`src/rtl/csr_access_unit_pkg.sv`:
```
// Shared types and helpers for the Zicsr access sequencer: funct3 encodings,
// FSM states and CSR address field decoding.
package csr_access_unit_pkg;

    localparam int XLEN = 32;

    typedef logic [11:0] csr_addr_t;
    typedef logic [1:0]  priv_t;

    typedef enum logic [2:0] {
        OP_RW  = 3'b001,
        OP_RS  = 3'b010,
        OP_RC  = 3'b011,
        OP_RWI = 3'b101,
        OP_RSI = 3'b110,
        OP_RCI = 3'b111
    } op_t;

    typedef enum logic [1:0] {
        ST_IDLE,
        ST_READ,
        ST_WRITE,
        ST_RESP
    } state_t;

    // Address bits [11:10] == 2'b11 mark the read-only CSR space.
    function automatic logic is_read_only(csr_addr_t addr);
        return addr[11:10] == 2'b11;
    endfunction

    function automatic priv_t min_priv(csr_addr_t addr);
        return addr[9:8];
    endfunction

endpackage

```
`src/rtl/csr_access_unit_if.sv`:
```
// Execute-stage request/response handshake plus the csr_file read/write port.
// The slave view belongs to csr_access_unit; the master view to its environment.
interface csr_access_unit_if;
    import csr_access_unit_pkg::*;

    logic                  req_valid;
    logic                  req_ready;
    logic [2:0]            req_op;
    csr_addr_t             req_address;
    logic [XLEN-1:0]       req_operand;
    logic [4:0]            req_uimm;
    logic                  req_rs1_zero;
    priv_t                 priv;

    logic                  resp_valid;
    logic                  resp_ready;
    logic [XLEN-1:0]       resp_data;
    logic                  resp_illegal;

    csr_addr_t             csr_read_address;
    logic [XLEN-1:0]       csr_read_data;
    csr_addr_t             csr_write_address;
    logic [XLEN-1:0]       csr_write_data;
    logic                  csr_write_enable;

    modport slave (
        input  req_valid, req_op, req_address, req_operand, req_uimm, req_rs1_zero, priv,
        input  resp_ready, csr_read_data,
        output req_ready, resp_valid, resp_data, resp_illegal,
        output csr_read_address, csr_write_address, csr_write_data, csr_write_enable
    );

    modport master (
        output req_valid, req_op, req_address, req_operand, req_uimm, req_rs1_zero, priv,
        output resp_ready, csr_read_data,
        input  req_ready, resp_valid, resp_data, resp_illegal,
        input  csr_read_address, csr_write_address, csr_write_data, csr_write_enable
    );

endinterface

```
`src/rtl/csr_access_unit.sv`:
```
// Zicsr sequencer: accepts one CSR instruction, reads the old value, checks
// legality, issues at most one csr_file write and returns the old value.
module csr_access_unit
    import csr_access_unit_pkg::*;
#(
    parameter bit CHECK_PRIV  = 1'b1,
    parameter bit ZERO_ON_ILL = 1'b1
) (
    input  logic             clk,
    input  logic             rst,
    csr_access_unit_if.slave bus
);

    state_t          state_q, state_d;
    logic [2:0]      op_q, op_d;
    csr_addr_t       addr_q, addr_d;
    priv_t           priv_q, priv_d;
    logic [XLEN-1:0] src_q, src_d;
    logic            wr_q, wr_d;
    logic [XLEN-1:0] old_q, old_d;
    logic [XLEN-1:0] new_q, new_d;
    logic            ill_q, ill_d;

    logic [XLEN-1:0] src_in;
    logic            wr_in;
    logic [XLEN-1:0] alu_new;
    logic            illegal_op;
    logic            illegal;

    always_comb begin
        src_in = bus.req_op[2] ? {27'b0, bus.req_uimm} : bus.req_operand;
        // Set/clear forms only write when their source names a nonzero value.
        case (bus.req_op)
            OP_RW, OP_RWI:   wr_in = 1'b1;
            OP_RSI, OP_RCI:  wr_in = (bus.req_uimm != 5'd0);
            default:         wr_in = !bus.req_rs1_zero;
        endcase

        alu_new    = src_q;
        illegal_op = 1'b0;
        case (op_q)
            OP_RW, OP_RWI:   alu_new = src_q;
            OP_RS, OP_RSI:   alu_new = bus.csr_read_data | src_q;
            OP_RC, OP_RCI:   alu_new = bus.csr_read_data & ~src_q;
            default:         illegal_op = 1'b1;
        endcase

        illegal = illegal_op
                | (wr_q && is_read_only(addr_q))
                | (CHECK_PRIV && (min_priv(addr_q) > priv_q));
    end

    always_comb begin
        state_d = state_q;
        op_d    = op_q;
        addr_d  = addr_q;
        priv_d  = priv_q;
        src_d   = src_q;
        wr_d    = wr_q;
        old_d   = old_q;
        new_d   = new_q;
        ill_d   = ill_q;

        case (state_q)
            ST_IDLE: begin
                if (bus.req_valid) begin
                    op_d    = bus.req_op;
                    addr_d  = bus.req_address;
                    priv_d  = bus.priv;
                    src_d   = src_in;
                    wr_d    = wr_in;
                    state_d = ST_READ;
                end
            end
            ST_READ: begin
                old_d   = bus.csr_read_data;
                new_d   = alu_new;
                ill_d   = illegal;
                state_d = (wr_q && !illegal) ? ST_WRITE : ST_RESP;
            end
            ST_WRITE: state_d = ST_RESP;
            ST_RESP: begin
                if (bus.resp_ready) state_d = ST_IDLE;
            end
            default: state_d = ST_IDLE;
        endcase
    end

    always_ff @(posedge clk or posedge rst) begin
        if (rst) begin
            state_q <= ST_IDLE;
            op_q    <= '0;
            addr_q  <= '0;
            priv_q  <= '0;
            src_q   <= '0;
            wr_q    <= 1'b0;
            old_q   <= '0;
            new_q   <= '0;
            ill_q   <= 1'b0;
        end else begin
            state_q <= state_d;
            op_q    <= op_d;
            addr_q  <= addr_d;
            priv_q  <= priv_d;
            src_q   <= src_d;
            wr_q    <= wr_d;
            old_q   <= old_d;
            new_q   <= new_d;
            ill_q   <= ill_d;
        end
    end

    // Outputs decode straight from registered state so nothing glitches on inputs.
    assign bus.req_ready         = (state_q == ST_IDLE) && !rst;
    assign bus.resp_valid        = (state_q == ST_RESP);
    assign bus.resp_data         = (ZERO_ON_ILL && ill_q) ? '0 : old_q;
    assign bus.resp_illegal      = ill_q;
    assign bus.csr_read_address  = addr_q;
    assign bus.csr_write_address = addr_q;
    assign bus.csr_write_data    = new_q;
    assign bus.csr_write_enable  = (state_q == ST_WRITE);

endmodule

```
`src/flat_wrapper.sv`:
```
// flat-port wrapper written by rule: the top's interface ports become plain ports
module csr_access_unit_flat import csr_access_unit_pkg::*;
#(
    parameter bit CHECK_PRIV  = 1'b1,
    parameter bit ZERO_ON_ILL = 1'b1
)
  (clk, rst, bus_req_valid, bus_req_op, bus_req_address, bus_req_operand, bus_req_uimm, bus_req_rs1_zero, bus_priv, bus_resp_ready, bus_csr_read_data, bus_req_ready, bus_resp_valid, bus_resp_data, bus_resp_illegal, bus_csr_read_address, bus_csr_write_address, bus_csr_write_data, bus_csr_write_enable);
  csr_access_unit_if bus_i ();
  input  logic clk;
  input  logic rst;
  input wire logic [$bits(bus_i.req_valid)-1:0] bus_req_valid;
  input wire logic [$bits(bus_i.req_op)-1:0] bus_req_op;
  input wire logic [$bits(bus_i.req_address)-1:0] bus_req_address;
  input wire logic [$bits(bus_i.req_operand)-1:0] bus_req_operand;
  input wire logic [$bits(bus_i.req_uimm)-1:0] bus_req_uimm;
  input wire logic [$bits(bus_i.req_rs1_zero)-1:0] bus_req_rs1_zero;
  input wire logic [$bits(bus_i.priv)-1:0] bus_priv;
  input wire logic [$bits(bus_i.resp_ready)-1:0] bus_resp_ready;
  input wire logic [$bits(bus_i.csr_read_data)-1:0] bus_csr_read_data;
  output wire logic [$bits(bus_i.req_ready)-1:0] bus_req_ready;
  output wire logic [$bits(bus_i.resp_valid)-1:0] bus_resp_valid;
  output wire logic [$bits(bus_i.resp_data)-1:0] bus_resp_data;
  output wire logic [$bits(bus_i.resp_illegal)-1:0] bus_resp_illegal;
  output wire logic [$bits(bus_i.csr_read_address)-1:0] bus_csr_read_address;
  output wire logic [$bits(bus_i.csr_write_address)-1:0] bus_csr_write_address;
  output wire logic [$bits(bus_i.csr_write_data)-1:0] bus_csr_write_data;
  output wire logic [$bits(bus_i.csr_write_enable)-1:0] bus_csr_write_enable;
  assign bus_i.req_valid = bus_req_valid;
  assign bus_i.req_op = bus_req_op;
  assign bus_i.req_address = bus_req_address;
  assign bus_i.req_operand = bus_req_operand;
  assign bus_i.req_uimm = bus_req_uimm;
  assign bus_i.req_rs1_zero = bus_req_rs1_zero;
  assign bus_i.priv = bus_priv;
  assign bus_i.resp_ready = bus_resp_ready;
  assign bus_i.csr_read_data = bus_csr_read_data;
  assign bus_req_ready = bus_i.req_ready;
  assign bus_resp_valid = bus_i.resp_valid;
  assign bus_resp_data = bus_i.resp_data;
  assign bus_resp_illegal = bus_i.resp_illegal;
  assign bus_csr_read_address = bus_i.csr_read_address;
  assign bus_csr_write_address = bus_i.csr_write_address;
  assign bus_csr_write_data = bus_i.csr_write_data;
  assign bus_csr_write_enable = bus_i.csr_write_enable;
  csr_access_unit #(.CHECK_PRIV(CHECK_PRIV), .ZERO_ON_ILL(ZERO_ON_ILL)) u_core (.clk(clk), .rst(rst), .bus(bus_i));
endmodule
```
`config.mk`:
```
export PLATFORM = sky130hd
export DESIGN_NAME = csr_access_unit_flat
export DESIGN_NICKNAME = d
export VERILOG_FILES = /design/src/rtl/csr_access_unit_pkg.sv /design/src/rtl/csr_access_unit_if.sv /design/src/rtl/csr_access_unit.sv /design/src/flat_wrapper.sv
export SDC_FILE = /design/constraint.sdc
export NUM_CORES = 1
export LEC_CHECK = 0
export ABC_AREA = 1
export BUFFER_PORTS_ARGS = -buffer_cell sky130_fd_sc_hd__buf_2
export CAP_MARGIN = 40
export CORE_ASPECT_RATIO = 0.75
export CORE_UTILIZATION = 50
export CTS_CLUSTER_SIZE = 14
export DETAILED_ROUTE_END_ITERATION = 8
export MAX_ROUTING_LAYER = met4
export PLACE_DENSITY = 0.8
export SYNTH_ARGS = -nofsm -noshare
export SYNTH_HDL_FRONTEND = slang
export SYNTH_SLANG_ARGS = --single-unit
```
`constraint.sdc`:
```
create_clock -name clk -period 5.02 [get_ports clk]
set_input_delay 1.004 -clock clk [delete_from_list [all_inputs] [get_ports clk]]
set_output_delay 1.004 -clock clk [all_outputs]
set_load 0.01 [all_outputs]
```
# == Yosys cells after proc, flatten, opt, wreduce, memory -nomap -nowiden ==
# Index checks and enable logic that the tools add are counted.
# Widths: inputs -> output; s select.
# word_totals
ff_bits,117
in_bits,91
output_inout_bits,92
word_cells,55
# op_classes
order_cmp,1
n_eq_ne,16
muxes,9
bitwise,5
n_reduce_logical,15
# op_table
op,n
$mux 32,2
$pmux 32 s2,1
$and 32x32->32,1
$not 32->32,1
$or 32x32->32,1
$eq 3x3->1 const B,6
$pmux 2 s4,1
$reduce_or 2->1,4
$eq 2x2->1 const B,3
$eq 3x1->1 const B,2
$eq 3x2->1 const B,2
$reduce_or 6->1,1
$reduce_bool 5->1,1
$mux 2,2
$ne 2x2->1 const B,2
$reduce_and 2->1,2
$logic_and 1x1->1,3
$logic_not 1->1,3
$eq 2x1->1 const B,1
$gt 2x2->1,1
$logic_not 2->1,1
$mux 1,2
$or 1x1->1,2
$pmux 1 s2,1

# == Longest topological paths before layout ==
# Gate-level depths: netlist of the first run.
# logic_depth
word_depth,9
mapped_depth,11
depth_no_buf,11

# == Least setup slack after synthesis of the first run ==
# OpenSTA, ideal clock, no wires.
# synth_path
kind,in2out
startpoint,input port rst
endpoint,output port bus_req_ready
t_arrival_ps,1173
required_ps,4016
setup_slack_ps,2843
path_stages,1
path_buffers,0
path_cell_list,nor2_1
# synth_between
elab_chain_len,2
# synth_rtl
item,line,source
from (decl),flat_wrapper.sv:10,input logic rst;
$logic_not 1->1 (no source line),--,
$logic_and 1x1->1,csr_access_unit.sv:114,assign bus.req_ready = (state_q == ST_IDLE) && !rst;
to (decl),flat_wrapper.sv:20,output wire logic [$bits(bus_i.req_ready)-1:0] bus_req_ready;
# Every way passes these cells.

# == Worst setup path in the final report of the first run ==
# layout_path
startpoint,register u_core.ill_q (netlist: u_core.bus.resp_illegal)
endpoint,output port bus_resp_data[3]
# layout_between
elab_chain_len,1
# layout_rtl
item,line,source
from (decl),csr_access_unit.sv:22,"logic ill_q, ill_d;"
from (signal assigned),csr_access_unit.sv:109,ill_q <= ill_d;
$mux 32,csr_access_unit.sv:116,assign bus.resp_data = (ZERO_ON_ILL && ill_q) ? '0 : old_q;
to (decl),flat_wrapper.sv:22,output wire logic [$bits(bus_i.resp_data)-1:0] bus_resp_data;
# Every way passes these cells.

==> results.cfg, run 1 <==
[drt]
wl_mm = 13.7
drtAntennaViolNets = 0
routedWlPerCell_um = 14.7
via_count = 4791
firstDrtPassIters = 5
first_iter_violations = 350
drcViolationCount = 0
viasPerCell = 5.14

[sta]
tightest_slew_ns = 0.817
rsz0062_at_grt = false
fmax_mhz = 388
setup_viol = 0
finalMaxSlewViolations = 0
relSlewSlack = 0.456
skew_ns = 0.00634
layout_min_cycle_time_ns = 2.58
finalHoldViolCount = 0
fin_crit_sh = 0.513
finalSetupTns_ns = 0

[final_layout]
num_antenna_cells = 0
syn2layout_area_growth_pct = 27.9
drive_above_1_share = 0.310
finish.net_count = 882
mostFrequentLayoutCells = buf_2, nand2_1, dfrtp_1
final_cells = 933
fillCellCount = 862
layout_commonest_cell = buf_2

[critical_path]
reg2reg_from = u_core.state_q[0]
crit_family = buffers and inverters
ff2ff_setup_slack_ns = 3.02
cp.depth = 3
cp.arrival_ns = 1.57
path_cells = buf_4 -> nor2_1 -> buf_2
crit_slowest_cell = dfrtp_1
crit_buf_inv = 2
endpoint = bus_resp_data[3]
critPathKind = reg2out
worstRegToRegCells = 7
cp.required_ns = 4.02
worstPathMaxFanout = 26
crit_start = u_core.bus.resp_illegal
rr_endpoint = u_core.wr_q
cp-start-kind = flop
crit_path_end_kind = output port
max_stage_delay_ns = 0.51

[worst_hold_path]
min_path_type = reg2reg
hold_start = u_core.priv_q[0]

[placed_design]
dp.cells = 901
io_buffers = 182
gp_congestion = 0.850
dpl.hpwl_mm = 9.11

[global_route]
grt_max_degree = 98
grt_pass1_vias = 4687
grt_usage = 0.270
grt-ovfl-total = 0
grt_pass1_wl_mm = 22.2
antenna_found_initial = 0

[clock_tree]
cts_tree = yes
hold_buffers = 0
cts_root_buf = clkbuf_16
clkLatencyLatePin_ns = 0.40
clockBufferDepth = 2
clkTransAtPathRegs_ns = 0.05
cts-buffers-inserted = 17
cts_resized = 0
cts_sinks = 116
h-tree-depth = 4
postCtsSetupRepairBufs = 0

[synth]
synth-seq-cells = 116
synthCells = 624
ys_types = 22
syn-num-nets = 722
yosys_warnings = 0
avgSynthCellArea_sq_um = 8.53
yosysSeqAreaShare = 0.545
syn_area_sq_um = 5330

[power_and_ir_drop]
leakage_uw = 0.00359
peakVddDrop_mv = 0.380
total_power_uw = 4690
power_density_nw_per_um2 = 689

[floorplanning]
die_h_um = 91.4
dieArea_sq_um = 11100
rows = 32
num_io_pins = 183
initial_core_util = 0.516
die_w_um = 121
coreArea_sq_um = 10300

[run]
cap_violations = 0

[run_status]
status = finished clean
cells by family (layout without fill, tap and decap cells):
kind of cell	after synthesis	in the layout	share of synthesized area
AOI/OAI and AO/OA	178	178	0.175
adders and majority gates	7	7	0.0164
buffers and inverters	131	304	0.117
DFF	116	116	0.545
and+or+nand+nor	192	192	0.146
worst min path at each step:
| stage | to | slack (ns) | cells past startpoint |
|---|---|---|---|
| floorplan | u_core.priv_q[0] | 0.45 | 2 |
| global placement | u_core.bus.csr_write_data[0] | 0.47 | 2 |
| detailed placement | u_core.priv_q[0] | 0.47 | 2 |
| CTS | u_core.priv_q[0] | 0.49 | 2 |
| global route | u_core.src_q[29] | 0.50 | 2 |
| finish | u_core.priv_q[0] | 0.48 | 2 |
power breakdown:
part           leakage, uW  switching (uW)  internal (uW)
registers          0.00146             237           1380
clock network     0.000305             420            855
logic              0.00183            1150            652
state kept, by name (all words and copies together) (netlist names):
register,flops
u_core.old_q,32
u_core.bus.csr_read_address,12
u_core.op_q,2
u_core.wr_q,1
u_core.priv_q,2
u_core.src_q,32
u_core.bus.resp_illegal,1
u_core.state_q,2
u_core.bus.csr_write_data,32
worst reg2reg max path, cell delays in order (launching register included):
cell     delay [ns]
dfrtp_1        0.43
inv_1          0.15
ha_1           0.25
nand2_4        0.20
inv_2          0.39
buf_12         0.25
nand2_1        0.07
o21ai_0        0.17
synthesized netlist by cell type:
master | n | share of area
nand2_1 | 138 | 0.097
dfrtp_1 | 116 | 0.55
o21ai_0 | 88 | 0.083
inv_1 | 82 | 0.058
o21ai_1 | 40 | 0.038
a21oi_1 | 38 | 0.036
nor2_1 | 37 | 0.026
buf_4 | 22 | 0.031
buf_2 | 16 | 0.015
nand2_2 | 11 | 0.013
o21ai_2 | 10 | 0.016
ha_1 | 7 | 0.016
clkbuf_1 | 5 | 0.0035
buf_6 | 4 | 0.0085
inv_2 | 2 | 0.0014
nand3_1 | 2 | 0.0019
nand2_4 | 1 | 0.0021
nand4_1 | 1 | 0.0012
nor2_8 | 1 | 0.0038
nor3_1 | 1 | 0.00094
o21bai_1 | 1 | 0.0014
o22ai_1 | 1 | 0.0012
metal layers:
layer | vias up | GRT usage | wire length (um)
met4 | 0 | 0.0905 | 177
met1 | 2276 | 0.334 | 5850
met3 | 17 | 0.0597 | 1020
li1 | 2276 | - | -
met5 | - | - | 0
met2 | 222 | 0.438 | 6660
stage by stage:
step / util / instance area [sq um] / hold WS (ns) / setup slack [ns]
floorplan: - / 5330 / 0.453 / 0.944
global placement: 0.594 / 6130 / 0.469 / 2.63
detailed placement: 0.598 / 6180 / 0.473 / 2.66
CTS: 0.660 / 6810 / 0.488 / 2.44
global route: 0.660 / 6810 / 0.502 / 2.35
finish: 0.660 / 6810 / 0.485 / 2.44
layout make-up:
cell class,count,area (sq um),area share
flip-flops and latches,116,2900,0.426
multi-input cells,377,1800,0.264
repair buffers,188,988,0.145
clock buffers,19,453,0.0665
inverters,84,318,0.0466
clock inverters,13,180,0.0264
well taps,136,170,0.0250
Power figures use the tool's default switching activity.
==> run 2, diff against run 1 <==
--- a/config.mk
+++ b/config.mk
@@ -9,11 +9,11 @@
 export BUFFER_PORTS_ARGS = -buffer_cell sky130_fd_sc_hd__buf_2
 export CAP_MARGIN = 40
 export CORE_ASPECT_RATIO = 0.75
-export CORE_UTILIZATION = 50
+export CORE_UTILIZATION = 45
 export CTS_CLUSTER_SIZE = 14
 export DETAILED_ROUTE_END_ITERATION = 8
 export MAX_ROUTING_LAYER = met4
-export PLACE_DENSITY = 0.8
+export PLACE_DENSITY = 0.76
 export SYNTH_ARGS = -nofsm -noshare
 export SYNTH_HDL_FRONTEND = slang
 export SYNTH_SLANG_ARGS = --single-unit
==> constraint.sdc (replaced) <==
create_clock -name clk -period 2.36 [get_ports clk]
set_input_delay 0.472 -clock clk [delete_from_list [all_inputs] [get_ports clk]]
set_output_delay 0.472 -clock clk [all_outputs]
set_load 0.01 [all_outputs]
==> run 2 against run 1 <==
Non-clock buffer count increased by 2. Flip-flop and latch count unchanged. First-iteration DRC count decreased by 45%. Global-route usage is 4.3 points lower. Worst setup slack lost 2.0 ns. Register-to-register slack worse by 2.6 ns. Sequential power up 110%. Total power is 110% higher.
==> results.cfg, run 2 (same netlist as run 1, synthesis figures left out) <==
[critical_path]
crit_top_cell = inv_1
crit_family = flip-flops
reg2reg_from = u_core.state_q[0]
max_stage_delay_ns = 0.42
crit_buf_inv = 3
cp.required_ns = 1.89
worstRegToRegCells = 6
critPathKind = reg2out
cp-start-kind = flop
crit_slowest_cell = dfrtp_1
rr_endpoint = u_core.src_q[30]
cp.arrival_ns = 1.46
crit_path_end_kind = output port
path_cells = inv_1 -> ha_1 -> inv_1 -> nor2_1 -> buf_2
worstPathMaxFanout = 5
ff2ff_setup_slack_ns = 0.44

[clock_tree]
cts_sinks = 116
clockBufferDepth = 2
postCtsSetupRepairBufs = 0
cts_resized = 0
cts-buffers-inserted = 17
clkLatencyLatePin_ns = 0.40
h-tree-depth = 4
cts_root_buf = clkbuf_16
clkTransAtPathRegs_ns = 0.05
hold_buffers = 0
cts_tree = yes

[drt]
wl_mm = 12.9
drcViolationCount = 0
via_count = 4593
firstDrtPassIters = 4
drtAntennaViolNets = 0
first_iter_violations = 194
viasPerCell = 4.78
routedWlPerCell_um = 13.4

[floorplanning]
rows = 34
initial_core_util = 0.460
die_w_um = 128
coreArea_sq_um = 11600
dieArea_sq_um = 12300
num_io_pins = 183
die_h_um = 96.2

[power_and_ir_drop]
power_density_nw_per_um2 = 1420
leakage_uw = 0.00358
peakVddDrop_mv = 0.945

[worst_hold_path]
min_path_type = in2async

[final_layout]
mostFrequentLayoutCells = buf_2, nand2_1, dfrtp_1
syn2layout_area_growth_pct = 28.3
fillCellCount = 1059
num_antenna_cells = 0
regArea_sq_um = 2900
final_cells = 961
finish.net_count = 884
layout_commonest_cell = buf_2
multi_input_area_sq_um = 1800
drive_above_1_share = 0.312

[global_route]
grt_max_degree = 98
grt_usage = 0.226
antenna_found_initial = 0
grt_pass1_vias = 4186
grt-ovfl-total = 0
grt_pass1_wl_mm = 20.5

[placed_design]
dpl.hpwl_mm = 8.56
dp.cells = 929
gp_congestion = 0.790
io_buffers = 182

[sta]
skew_ns = 0.00857
finalMaxSlewViolations = 0
relSlewSlack = 0.539
setup_viol = 0
tightest_slew_ns = 0.690
finalHoldViolCount = 0
fmax_mhz = 517
fin_crit_sh = 0.820
finalSetupTns_ns = 0
layout_min_cycle_time_ns = 1.93
rsz0062_at_grt = false

[run]
cap_violations = 0

[run_status]
status = finished clean
## run 2: cell count changes in the layout (fill, tap and decap cells not counted)
| cell | delta |
|---|---|
| buf_12 | +3 |
| bufinv_16 | -2 |
| clkinvlp_4 | +2 |
| buf_16 | -1 |
| clkinv_2 | +1 |
| inv_4 | -1 |
## run 2: how the worst max path moves through the flow
stage / startpoint / to / slack [ns] / cells after the start
finish: u_core.state_q[0] / bus_req_ready / 0.43 / 5
global route: u_core.state_q[1] / u_core.bus.csr_read_address[8] / 0.29 / 7
CTS: u_core.state_q[0] / bus_req_ready / 0.39 / 5
detailed placement: u_core.state_q[0] / u_core.priv_q[1] / 0.43 / 7
global placement: u_core.state_q[1] / u_core.priv_q[1] / 0.53 / 6
floorplan: rst / u_core.bus.csr_read_address[0] / 0.47 / 1
## run 2: final cells by class
| cell class | count | area share |
|---|---|---|
| tap | 162 | 0.0297 |
| clock inverter | 13 | 0.0194 |
| sequential | 116 | 0.425 |
| inverter | 84 | 0.0467 |
| clock buffer | 19 | 0.0663 |
| timing repair buffer | 190 | 0.149 |
| multi-input combinational | 377 | 0.264 |
## run 2: layer usage
layer | vias up | GRT usage | wire [um]
li1 | 2279 | - | -
met1 | 2132 | 0.308 | 6230
met2 | 175 | 0.339 | 5780
met3 | 7 | 0.0495 | 814
met4 | 0 | 0.0696 | 79
met5 | - | - | 0
## run 2: worst reg2reg max path, cell delays in order, from the launching register on
cell     delay (ns)
dfrtp_1        0.42
inv_1          0.13
ha_1           0.23
nand2_4        0.19
inv_2          0.40
buf_4          0.29
o21ai_0        0.12
## run 2: stage by stage
step	hold slack, ns	utilization	power (uW)	setup slack (ns)	cell area [sq um]
2_1_floorplan	0.453	-	6040	0.475	5330
3_3_place_gp	0.472	0.540	7120	0.530	6250
3_5_place_dp	0.473	0.540	7210	0.432	6250
4_1_cts	0.199	0.590	9770	0.394	6830
5_1_grt	0.224	0.590	10500	0.287	6830
6_report	0.189	0.590	9690	0.425	6830
## run 2: report_power, final
group          switching (uW)  internal [uW]  total (uW)
Combinational            2380           1420        3800
Sequential                458           2930        3380
Clock                     906           1600        2510
==> run 3, diff against run 2 <==
--- a/config.mk
+++ b/config.mk
@@ -9,11 +9,11 @@
 export BUFFER_PORTS_ARGS = -buffer_cell sky130_fd_sc_hd__buf_2
 export CAP_MARGIN = 40
 export CORE_ASPECT_RATIO = 0.75
-export CORE_UTILIZATION = 45
+export CORE_UTILIZATION = 50
 export CTS_CLUSTER_SIZE = 14
 export DETAILED_ROUTE_END_ITERATION = 8
 export MAX_ROUTING_LAYER = met4
-export PLACE_DENSITY = 0.76
+export PLACE_DENSITY = 0.8
 export SYNTH_ARGS = -nofsm -noshare
 export SYNTH_HDL_FRONTEND = slang
 export SYNTH_SLANG_ARGS = --single-unit
==> constraint.sdc (replaced) <==
create_clock -name clk -period 1.8 [get_ports clk]
set_input_delay 0.36 -clock clk [delete_from_list [all_inputs] [get_ports clk]]
set_output_delay 0.36 -clock clk [all_outputs]
set_load 0.01 [all_outputs]
==> run 3 against run 2 <==
Largest cell class unchanged. Critical path depth fell by 2. Sequential power rose by 33%. Total power grew 37%. Clock power grew 45%. Non-clock buffer count rose by 7. Register-to-register slack worse by 0.32 ns. Count of clock-buffer cells in the layout is 4 higher. Clock skew is 0.0010 ns lower. Worst setup slack lost 0.35 ns. Sequential share of layout area down 0.58 points. Critical path type unchanged. Via count up 2.2%.
==> results.cfg, run 3 (same netlist as run 1, synthesis figures left out) <==
[run_status]
status = finished clean

[drt]
via_count = 4696
viasPerCell = 4.99
wl_met2_mm = 6.28
drcViolationCount = 0
dr_wl_met3_mm = 1.21
wl_met1_mm = 5.75
first_iter_violations = 288
drtAntennaViolNets = 0
highest_layer = met4
wl_mm = 13.4
firstDrtPassIters = 4
routedWlPerCell_um = 14.3

[sta]
finalMaxSlewViolations = 0
layout_min_cycle_time_ns = 1.72
relSlewSlack = 0.560
rsz0062_at_grt = true
finalSetupTns_ns = 0
setup_viol = 0
fin_crit_sh = 0.956
skew_ns = 0.00756
fin_ws_ns = 0.0794
fmax_mhz = 581
tightest_slew_ns = 0.659
finalHoldViolCount = 0

[clock_tree]
cts_sinks = 116
h-tree-depth = 4
cts_root_buf = clkbuf_16
clkTransAtPathRegs_ns = 0.05
clkLatencyLatePin_ns = 0.41
cts_tree = yes
clockBufferDepth = 2
hold_buffers = 0
cts-buffers-inserted = 17

[global_route]
grt_max_degree = 61
antenna_found_initial = 0
grt_usage = 0.267
grt-ovfl-total = 0
grt_pass1_wl_mm = 22.0
grt_pass1_vias = 4618

[floorplanning]
die_w_um = 121
initial_core_util = 0.516
dieArea_sq_um = 11100
coreArea_sq_um = 10300
rows = 32
die_h_um = 91.4
num_io_pins = 183

[placed_design]
place_area_sq_um = 6250
io_buffers = 182
dpl.hpwl_mm = 8.99
preCtsSetupSlack_ns = 0.131
gp_congestion = 0.815

[run]
cap_violations = 0

[critical_path]
max_stage_delay_ns = 0.46
path_cells = buf_4 -> nor2_1 -> buf_2
crit_slowest_cell = dfrtp_2
cp.required_ns = 1.44
crit_path_end_kind = output port
cp.arrival_ns = 1.36
worstPathMaxFanout = 15
cp-start-kind = flop
critPathKind = reg2out

[final_layout]
final_area_sq_um = 6930
mostFrequentLayoutCells = buf_2, nand2_1, dfrtp_1
num_antenna_cells = 0
layout_commonest_cell = buf_2
drive_above_1_share = 0.322
finish.net_count = 891
syn2layout_area_growth_pct = 30.2

[worst_hold_path]
min_path_type = in2async

[power_and_ir_drop]
power_density_nw_per_um2 = 1920
total_power_uw = 13300
leakage_uw = 0.00365
peakVddDrop_mv = 1.29
[run 3: cell count changes in the layout (fill, tap and decap cells not counted), moves of 3 or more]
cell,change
buf_4,+6
clkinv_2,-3
clkbuf_8,+3
clkinvlp_4,-3
[run 3: through the flow]
step	std cells	util	hold slack, ns
5_1_grt	941	0.671	0.0948
6_report	941	0.671	0.0603
2_1_floorplan	624	-	0.453
3_5_place_dp	908	0.605	0.473
4_1_cts	939	0.668	0.0765
3_3_place_gp	908	0.605	0.468
[run 3: path summary, 6_finish.rpt]
kind / from / endpoint / slack, ns / depth (start not counted)
max reg2reg: u_core.state_q[0] / u_core.state_q[0] / 0.12 / 7
max in group asynchronous: rst / u_core.bus.resp_illegal / 1.45 / 3
max: u_core.bus.resp_illegal / bus_resp_data[0] / 0.08 / 3
min in group clk: bus_req_address[2] / u_core.bus.csr_read_address[2] / 0.14 / 3
min reg2reg: u_core.bus.csr_write_data[31] / u_core.bus.csr_write_data[31] / 0.48 / 2
min: rst / u_core.bus.csr_read_address[7] / 0.06 / 3
[run 3: timing repair]
item | 4_1_cts | 5_1_grt
pin swaps | 0 | 0
resized for setup | 4 | 4
setup buffers | 0 | 2
endpoints found under the setup margin | 1 | 17
[run 3: final cells by class]
type	count	area [sq um]
sequential	116	2910
timing repair buffer	197	1080
multi-input combinational	377	1810
clock inverter	8	146
tap	136	170
inverter	84	322
clock buffer	23	498
fill	829	3400
[run 3: metal layers]
layer,up-vias,track usage
li1,2291,-
met3,17,0.0735
met1,2184,0.333
met4,0,0.0833
met5,-,-
met2,204,0.421
[run 3: where the power goes]
| part | total (uW) | switching [uW] | internal [uW] |
|---|---|---|---|
| Clock | 3630 | 1140 | 2490 |
| Sequential | 4500 | 660 | 3840 |
| Combinational | 5180 | 3220 | 1950 |
| Total | 13300 | 5020 | 8290 |
[run 3: worst max-delay path, delay by kind of cell, from the launching register on]
family,cells,cell delay (ns)
flops,1,0.46
buf+inv,2,0.36
simple gates,1,0.14
